===== src/rtl/protocol_pkg.sv =====
// Shared definitions for the single-wire request protocol (initiator and responder).
package protocol_pkg;

  typedef enum logic [2:0] {
    IDLE   = 3'd0,
    ACCEPT = 3'd1,
    ACK    = 3'd2,
    DONE   = 3'd3,
    ERROR  = 3'd4
  } resp_state_t;

  localparam int RESP_DELAY_DEF = 2;
  localparam int TIMEOUT_DEF    = 16;

  function automatic int max_int(input int a, input int b);
    return (a > b) ? a : b;
  endfunction

endpackage


===== src/rtl/protocol_cycle_timer.sv =====
// Loadable up-counter with synchronous clear and a terminal-match flag.
module protocol_cycle_timer #(
  parameter int W = 4
) (
  input  logic         clk,
  input  logic         rst,
  input  logic         clr,
  input  logic         load,
  input  logic [W-1:0] load_val,
  input  logic         en,
  input  logic [W-1:0] term,
  output logic         match
);

  logic [W-1:0] cnt;

  always_ff @(posedge clk or posedge rst) begin
    if (rst) begin
      cnt <= '0;
    end else if (clr) begin
      cnt <= '0;
    end else if (load) begin
      cnt <= load_val;
    end else if (en) begin
      cnt <= cnt + W'(1);
    end
  end

  // Match is combinational so the FSM can leave a state on the terminal edge.
  assign match = (cnt == term);

endmodule


===== src/rtl/protocol_resp_fsm.sv =====
// Responder side of the 4-phase req/ack protocol: capture, delayed ack, completion and error reporting.
// Handshake: req is a level; ack rises RESP_DELAY edges after req is first sampled and falls once req is sampled low.
module protocol_resp_fsm
  import protocol_pkg::*;
#(
  parameter int RESP_DELAY = RESP_DELAY_DEF,
  parameter int TIMEOUT    = TIMEOUT_DEF,
  parameter int DATA_W     = 8,
  parameter int CNT_W      = 8
) (
  input  logic              clk,
  input  logic              rst,
  input  logic              req,
  input  logic [DATA_W-1:0] req_data,
  input  logic              clr_err,
  output logic              ack,
  output logic              rsp_valid,
  output logic [DATA_W-1:0] rsp_data,
  output logic              busy,
  output logic              err,
  output logic [CNT_W-1:0]  txn_count,
  output logic [2:0]        dbg_state
);

  localparam int TW = $clog2(max_int(RESP_DELAY, TIMEOUT) + 1);
  localparam logic [TW-1:0] ACC_TERM = (RESP_DELAY > 0) ? TW'(RESP_DELAY - 1) : '0;
  localparam logic [TW-1:0] ACK_TERM = TW'(TIMEOUT - 1);

  resp_state_t   state, state_nx;
  logic          tmr_clr, tmr_en, tmr_match;
  logic          err_set, capture;
  logic [TW-1:0] tmr_term;

  assign tmr_term = (state == ACCEPT) ? ACC_TERM : ACK_TERM;

  protocol_cycle_timer #(.W(TW)) u_timer (
    .clk      (clk),
    .rst      (rst),
    .clr      (tmr_clr),
    .load     (1'b0),
    .load_val ('0),
    .en       (tmr_en),
    .term     (tmr_term),
    .match    (tmr_match)
  );

  always_comb begin
    state_nx = state;
    tmr_clr  = 1'b0;
    tmr_en   = 1'b0;
    err_set  = 1'b0;
    capture  = 1'b0;
    case (state)
      IDLE: begin
        if (req) begin
          capture  = 1'b1;
          tmr_clr  = 1'b1;
          state_nx = (RESP_DELAY == 0) ? ACK : ACCEPT;
        end
      end
      ACCEPT: begin
        if (!req) begin
          state_nx = IDLE;
          err_set  = 1'b1;
        end else if (tmr_match) begin
          state_nx = ACK;
          tmr_clr  = 1'b1;
        end else begin
          tmr_en = 1'b1;
        end
      end
      ACK: begin
        // A release on the timeout edge still completes normally.
        if (!req) begin
          state_nx = DONE;
        end else if (tmr_match) begin
          state_nx = ERROR;
          err_set  = 1'b1;
        end else begin
          tmr_en = 1'b1;
        end
      end
      DONE:    state_nx = IDLE;
      ERROR:   if (!req) state_nx = IDLE;
      default: state_nx = IDLE;
    endcase
  end

  always_ff @(posedge clk or posedge rst) begin
    if (rst) begin
      state     <= IDLE;
      ack       <= 1'b0;
      rsp_valid <= 1'b0;
      rsp_data  <= '0;
      err       <= 1'b0;
      txn_count <= '0;
    end else begin
      state     <= state_nx;
      ack       <= (state_nx == ACK);
      rsp_valid <= (state_nx == DONE);
      if (capture) rsp_data <= req_data;
      if (state_nx == DONE) txn_count <= txn_count + CNT_W'(1);
      if (err_set) err <= 1'b1;
      else if (clr_err) err <= 1'b0;
    end
  end

  assign busy      = (state != IDLE);
  assign dbg_state = state;

endmodule


===== config.mk =====
export PLATFORM = sky130hd
export DESIGN_NAME = protocol_resp_fsm
export DESIGN_NICKNAME = d
export VERILOG_FILES = /design/src/rtl/protocol_pkg.sv /design/src/rtl/protocol_cycle_timer.sv /design/src/rtl/protocol_resp_fsm.sv
export SDC_FILE = /design/constraint.sdc
export NUM_CORES = 1
export LEC_CHECK = 0
export BUFFER_PORTS_ARGS = -buffer_cell sky130_fd_sc_hd__buf_2
export CAP_MARGIN = 20
export CORE_ASPECT_RATIO = 0.6
export CORE_MARGIN = 5
export CORE_UTILIZATION = 46
export CTS_BUF_LIST = sky130_fd_sc_hd__clkbuf_8 sky130_fd_sc_hd__clkbuf_16
export DETAILED_ROUTE_END_ITERATION = 16
export GPL_ROUTABILITY_DRIVEN = 1
export PLACE_DENSITY = 0.8
export SLEW_MARGIN = 25
export SYNTH_ARGS = -nofsm -noshare
export SYNTH_HDL_FRONTEND = slang
export SYNTH_SLANG_ARGS = --single-unit
export TNS_END_PERCENT = 10

===== constraint.sdc =====
create_clock -name clk -period 1.7 [get_ports clk]
set_input_delay 0.085 -clock clk [delete_from_list [all_inputs] [get_ports clk]]
set_output_delay 0.085 -clock clk [all_outputs]
set_load 0.02 [all_outputs]

==> key figures, run 1 <==
Run status
  • Status: complete, but fails checks
  • Failing checks: setup timing

Timing
  • Final Hold Viols: 0
  • Slew Limit Fails: 0
  • Max frequency: 580 MHz
  • Setup-failing EPs final: 1
  • Slew HR: 69.3%
  • Setup TNS: -0.0232 ns
  • PnR worst setup slack: -0.0232 ns
  • Worst-Margin Slew: 0.458 ns
  • RSZ-0062 raised after global routing: true
  • Hold Worst Slack: 0.0419 ns
  • Final Critical Period: 1.72 ns
  • Final Cycle Share: 101%
  • Worst Skew: 0.00236 ns

Logic synthesis
  • Top cells by area, synth: dfrtp_1 (51%), mux2_2 (7.6%), mux2i_1 (3.8%)
  • Ys async rst share: 100%
  • Avg Cell Area, Syn: 11.5 um2
  • Yosys top cell by area: dfrtp_1
  • Compound-Gate Fraction of Synth Area: 10.2%
  • Simple-gate share of the synthesized area: 17.0%
  • Post-synthesis adder-cell area fraction: 1.89%
  • Largest family of logic cells by synthesized area: simple AND/OR/NAND/NOR gates
  • Synth Instances: 115
  • Mux cell area share after synthesis: 12.6%
  • Post-synth top cells: dfrtp_1 (27), mux2_2 (9), o21ai_0 (7)
  • Cell with the most instances after synthesis: dfrtp_1
  • Yosys warnings: 0
  • Post-synthesis cell type count: 35
  • Number of synthesized register bits: 27
  • Main flop type after synthesis: dfrtp_1
  • Number of synthesized flops with an enable pin: 0
  • Seq/Total Area, Yosys: 51.0%
  • Syn_nets: 129
  • Post-Syn Area: 1330 um2
  • XOR/XNOR Fraction of Synth Area: 5.29%
  • Top-area cell type share of the netlist area: 51.0%

Power
  • P_sw: 0.000935 W
  • Power Density: 1410 nW/um2
  • Max VDD drop: 0.000819 V
  • Switching Fraction: 39.7%
  • Comb power frac: 45.5%
  • Sequential share of power: 39.8%
  • P_leak: 0.817 nW
  • Total internal power: 0.00142 W
  • Clk network pwr share: 14.8%

GRT
  • GRT overflow: 0
  • First-pass GRT wire length: 5.25 mm
  • Largest net degree at the start of global routing: 28
  • Vias in the first global route: 1,060
  • Overall routing resource usage: 16.6%
  • Initial antenna violation count: 0

Layout
  • Final non-filler cell total: 194
  • Final Util: 59.3%
  • Area Overhead vs Synth: 26.0%
  • Layout cells sized above 1: 41.9%
  • Nets: 175
  • Ant diodes: 0
  • Fillers: 242

Clocking
  • CTS sink cnt: 27
  • Post-CTS setup buffer count: 0
  • Htree depth: 1
  • Clk Latency, worst-skew pair: 0.27 ns
  • Clock Path Buffers: 2
  • Clock buffer count from CTS: 3
  • Clock root buffer: clkbuf_8
  • Clock slew seen by the registers of the worst setup and hold paths: 0.09 ns
  • CTS tree: done

Floorplan
  • Die W: 79.3 um
  • Total Die Area: 4090 um2
  • Initial Util: 47.1%
  • Die height: 51.6 um
  • Cell row count: 15
  • I/O pin cnt: 35
  • Std-Cell Core Area: 2820 um2

Route
  • Via count: 1,055
  • WL per Instance: 15.9 um
  • First DRT Iteration DRCs: 69
  • Total wire length: 3.08 mm
  • Vias per Instance: 5.44
  • Detailed Routing Iterations Pass 1: 4
  • Post-DRT Antenna Nets: 0
  • Residual DRC: 0

Placed design
  • Port buffer count: 34
  • HPWL after DPL: 2.32 mm
  • Placed cell count: 189
  • Routability cong.: 0.897
  • Pre-CTS setup slack: -0.0136 ns

Critical path
  • Setup crit end kind: register
  • FF-to-FF path depth: 4
  • R2r endpoint: u_timer.cnt[3]$_DFFE_PP0P_
  • Worst Path Required: 1.90 ns
  • Startpoint types: register
  • Max FO, Critical Path: 2
  • CP Class: register to register
  • Critical Path AT: 1.92 ns
  • Worst setup startpoint: dbg_state[1]$_DFF_PP0_
  • Worst r2r src: dbg_state[1]$_DFF_PP0_
  • Reg2reg setup slack: -0.02 ns

Worst hold path
  • Worst hold endpoint: rsp_data[6]$_DFFE_PP0P_
  • Worst hold path class: primary input to register
  • WHS Path Cells: 2
  • Worst hold start: req_data[6]

Flow run
  • Max-cap violations: 0
[kinds of logic after synthesis]
kind of cell	Yosys count
DFF	27
AOI/OAI and AO/OA	19
and+or+nand+nor	39
muxes	15
buffers and inverters	5
adders and majority gates	2
xor gates and xnor gates	8
[final cells by class]
cell class / count / area, um2 / area share, %
Sequential cell: 27 / 678 / 40.6
Multi-Input combinational cell: 83 / 644 / 38.6
Clock inverter: 1 / 3.75 / 0.225
Timing Repair Buffer: 45 / 255 / 15.3
Clock buffer: 3 / 41.3 / 2.47
Tap cell: 34 / 42.5 / 2.55
Inverter: 1 / 3.75 / 0.225
[critical path, stage by stage, from the launching register on]
cell,delay [ns]
dfrtp_2,0.41
or3b_4,0.41
mux2_4,0.33
a2111oi_4,0.30
mux2i_1,0.21
[cell usage in the layout, fill, tap and decap left out, types with 2 or more instances in the layout]
cell type and n:
clkbuf_8 3, nor3_2 2, a21oi_1 3, o21ai_0 6, dfrtp_2 2, nand3_1 4
nand2b_1 5, nor2b_1 3, nand2_1 6, xnor2_1 4, mux2_2 9, nand4_1 3
buf_4 10, buf_2 34, a31oi_1 3, mux2i_1 4, ha_1 2, inv_1 2
dfrtp_1 25, nor3_1 2, nor2_1 6, xor2_1 4
[per-stage QoR]
stage	total power (W)	area, um2
CTS	0.00235	1650
global route	0.00251	1670
floorplan	0.00161	1340
global placement	0.00193	1590
detailed placement	0.00198	1590
finish	0.00235	1670
[flip-flops by register name, indices dropped and copies added (netlist names)]
signal / flops
dbg_state: 3
err: 1
rsp_data: 8
ack: 1
txn_count: 8
u_timer.cnt: 5
rsp_valid: 1
[metal layers]
metal | GRT usage [%] | part of all wire, %
met5 | 0 | 0
met4 | 3.43 | 0.52
met3 | 3.98 | 4.4
met2 | 26.8 | 48
met1 | 22.9 | 47
[power groups by stage]
stage               Combinational [W]  Clock [W]  Sequential (W)
finish                        0.00107   0.000348        0.000936
CTS                           0.00105   0.000368        0.000934
global placement             0.000998          0        0.000930
global route                  0.00116   0.000399        0.000958
detailed placement            0.00104          0        0.000944
floorplan                    0.000493          0         0.00112
[how the worst max path moves through the flow]
stage	endpoint	slack (ns)
after floorplan	u_timer.cnt[3]$_DFFE_PP0P_	-0.21
after global placement	u_timer.cnt[3]$_DFFE_PP0P_	0.02
after detailed placement	u_timer.cnt[3]$_DFFE_PP0P_	-0.01
after CTS	u_timer.cnt[3]$_DFFE_PP0P_	-0.03
after global routing	u_timer.cnt[3]$_DFFE_PP0P_	-0.11
final	u_timer.cnt[3]$_DFFE_PP0P_	-0.02
[repair_timing]
item / in CTS / in global routing
hold buffers: 1 / 0
gates resized for setup: 1 / 4
hold endpoints to repair: 27 / 0
endpoints found under the setup margin: 2 / 9
(Power assumes the default switching activity.)
==> inputs of run 2 (changes only) <==
--- a/config.mk
+++ b/config.mk
@@ -13,6 +13,7 @@
 export CTS_BUF_LIST = sky130_fd_sc_hd__clkbuf_8 sky130_fd_sc_hd__clkbuf_16
 export DETAILED_ROUTE_END_ITERATION = 16
 export GPL_ROUTABILITY_DRIVEN = 1
+export HOLD_SLACK_MARGIN = 0.08
 export PLACE_DENSITY = 0.8
 export SLEW_MARGIN = 25
 export SYNTH_ARGS = -nofsm -noshare
==> run 2 against run 1 <==
Net effect:
- the run still ends with setup timing left
- highest routed layer unchanged
- total power grew 0.95%
- largest cell class unchanged
- core utilization grew 2.8 points
- first-iteration DRC count grew 14%
==> key figures, run 2 (synthesis gave the netlist of run 1 again) <==
Route
  • Residual DRC: 0 (unchanged)
  • Via count: 1,080 (+2.4%)
  • WL per Instance: 16.0 um (+0.60%)
  • First DRT Iteration DRCs: 79 (+14%)
  • Detailed Routing Iterations Pass 1: 4 (unchanged)
  • Vias per Instance: 5.35 (-1.7%)
  • Total wire length: 3.22 mm (+4.7%)
  • Post-DRT Antenna Nets: 0 (unchanged)

Power
  • Switching Fraction: 39.7% (+0.049 points)
  • Max VDD drop: 0.000814 V (-0.62%)
  • Clk network pwr share: 14.8% (about the same)
  • Comb power frac: 45.8% (+0.3 points)
  • Sequential share of power: 39.5% (-0.3 points)
  • P_leak: 0.850 nW (+4.1%)
  • P_sw: 0.000945 W (+1.1%)
  • Total internal power: 0.00143 W (+0.87%)
  • Power Density: 1360 nW/um2 (-3.7%)

Timing
  • RSZ-0062 raised after global routing: true
  • Worst-Margin Slew: 0.459 ns (+0.00130 ns)
  • Slew HR: 69.2% (-0.087 points)
  • PnR worst setup slack: -0.0276 ns (-0.00439 ns)
  • Slew Limit Fails: 0 (unchanged)
  • Max frequency: 579 MHz (-0.25%)
  • Final Hold Viols: 0 (unchanged)
  • Final Cycle Share: 102% (+0.26 points)
  • Setup TNS: -0.0276 ns (-0.00439 ns)
  • Final Critical Period: 1.73 ns (+0.00439 ns)
  • Worst Skew: 0.00703 ns (+0.00468 ns)
  • Setup-failing EPs final: 1 (unchanged)

Layout
  • Nets: 183 (+4.6%)
  • Top flop regs: rsp_data: 8 flops, txn_count: 8 flops, u_timer.cnt: 5 flops
  • Area Overhead vs Synth: 32.0%
  • Ant diodes: 0 (unchanged)
  • Commonest cells after routing, fill and taps aside: buf_2 (34), dfrtp_1 (25), buf_4 (10)
  • Commonest non-fill, non-tap cell in the layout: buf_2
  • Layout cells sized above 1: 39.9% (-2.0 points)

Floorplan
  • I/O pin cnt: 35 (unchanged)
  • Initial Util: 47.1% (unchanged)
  • Std-Cell Core Area: 2820 um2 (unchanged)
  • Total Die Area: 4090 um2 (unchanged)
  • Cell row count: 15 (unchanged)
  • Die height: 51.6 um (unchanged)
  • Die W: 79.3 um (unchanged)

GRT
  • Busiest grt layer: met2
  • Met2 usage: 28.9% (+2.1 points)
  • Initial antenna violation count: 0 (unchanged)
  • GRT overflow: 0 (unchanged)
  • Overall routing resource usage: 17.5% (+0.91 points)
  • First-pass GRT wire length: 5.55 mm (+5.8%)
  • GRT met3 Usage: 4.33% (+0.35 points)
  • Largest net degree at the start of global routing: 28 (unchanged)
  • GRT met1 Usage: 23.3% (+0.33 points)
  • Vias in the first global route: 1,131 (+6.7%)

Flow run
  • Max-cap violations: 0 (unchanged)

Clocking
  • Clock root buffer: clkbuf_8
  • Clock buffer count from CTS: 3 (unchanged)
  • Htree depth: 1 (unchanged)
  • CTS sink cnt: 27 (unchanged)
  • Post-CTS setup buffer count: 0 (unchanged)
  • CTS tree: done
  • Clock Path Buffers: 2 (unchanged)
  • Clock slew seen by the registers of the worst setup and hold paths: 0.09 ns (about the same)
  • Clk Latency, worst-skew pair: 0.27 ns (about the same)

Critical path
  • CP Class: register to register
  • Critical Path AT: 1.93 ns (about the same)
  • Setup crit end kind: register
  • Startpoint types: register
  • Reg2reg setup slack: -0.03 ns (about the same)
  • Worst Path Required: 1.90 ns (about the same)
  • Max FO, Critical Path: 2 (unchanged)

Worst hold path
  • Worst hold path class: primary input to register

Placed design
  • Port buffer count: 34 (unchanged)
  • Pre-CTS setup slack: -0.0136 ns (unchanged)
  • Routability cong.: 0.897 (unchanged)
  • HPWL after DPL: 2.32 mm (unchanged)

Run status
  • Status: complete, but fails checks
  • Failing checks: setup timing
==> run 2: timing repair <==
action,CTS,global route
setup endpoints to repair,2,9
hold buffers,9,0
gates resized for setup,1,4
hold endpoints to repair,35,0
==> run 2: cell type report <==
type                       instances  area [um2]
tap                               34        42.5
sequential                        27         678
timing repair buffer              53         335
clock inverter                     1        3.75
clock buffer                       3        41.3
multi-input combinational         83         644
inverter                           1        3.75
fill                             235        1070
==> run 2: power by group through the flow <==
stage	logic, W	registers [W]	clock network [W]
6_report	0.00109	0.000938	0.000351
3_5_place_dp	0.00104	0.000944	0
5_1_grt	0.00117	0.000960	0.000398
4_1_cts	0.00106	0.000934	0.000368
3_3_place_gp	0.000998	0.000930	0
2_1_floorplan	0.000493	0.00112	0
==> run 2: routing by layer <==
metal / up-vias / wire [um] / part of all wire [%]
met5: - / 0 / 0
met4: 0 / 33 / 1.0
met3: 4 / 120 / 3.7
met2: 30 / 1600 / 50
met1: 524 / 1470 / 46
li1: 522 / - / -
==> run 2: through the flow <==
step | instances | hold WS [ns] | util, % | total power (W) | area, um2
5_1_grt | 202 | 0.120 | 62.1 | 0.00253 | 1750
3_5_place_dp | 189 | 0.161 | 56.5 | 0.00198 | 1590
2_1_floorplan | 115 | 0.138 | - | 0.00161 | 1340
6_report | 202 | 0.107 | 62.1 | 0.00238 | 1750
4_1_cts | 202 | 0.0936 | 61.5 | 0.00237 | 1730
3_3_place_gp | 189 | 0.156 | 56.5 | 0.00193 | 1590
==> run 2: path summary, 6_finish.rpt <==
kind,start,to,cells past startpoint
setup / recovery,dbg_state[1]$_DFF_PP0_,u_timer.cnt[3]$_DFFE_PP0P_,4
hold / removal,req,dbg_state[2]$_DFF_PP0_,3
setup reg to reg,dbg_state[1]$_DFF_PP0_,u_timer.cnt[3]$_DFFE_PP0P_,4
hold reg to reg,txn_count[7]$_DFFE_PP0N_,txn_count[7]$_DFFE_PP0N_,1
max in group asynchronous,rst,dbg_state[1]$_DFF_PP0_,4
min in group asynchronous,rst,u_timer.cnt[1]$_DFFE_PP0P_,4
==> run 2: critical path, cell delays in order, from the launching register on <==
cell	delay, ns
dfrtp_2	0.41
or3b_4	0.41
mux2_4	0.33
a2111oi_4	0.30
mux2i_1	0.21
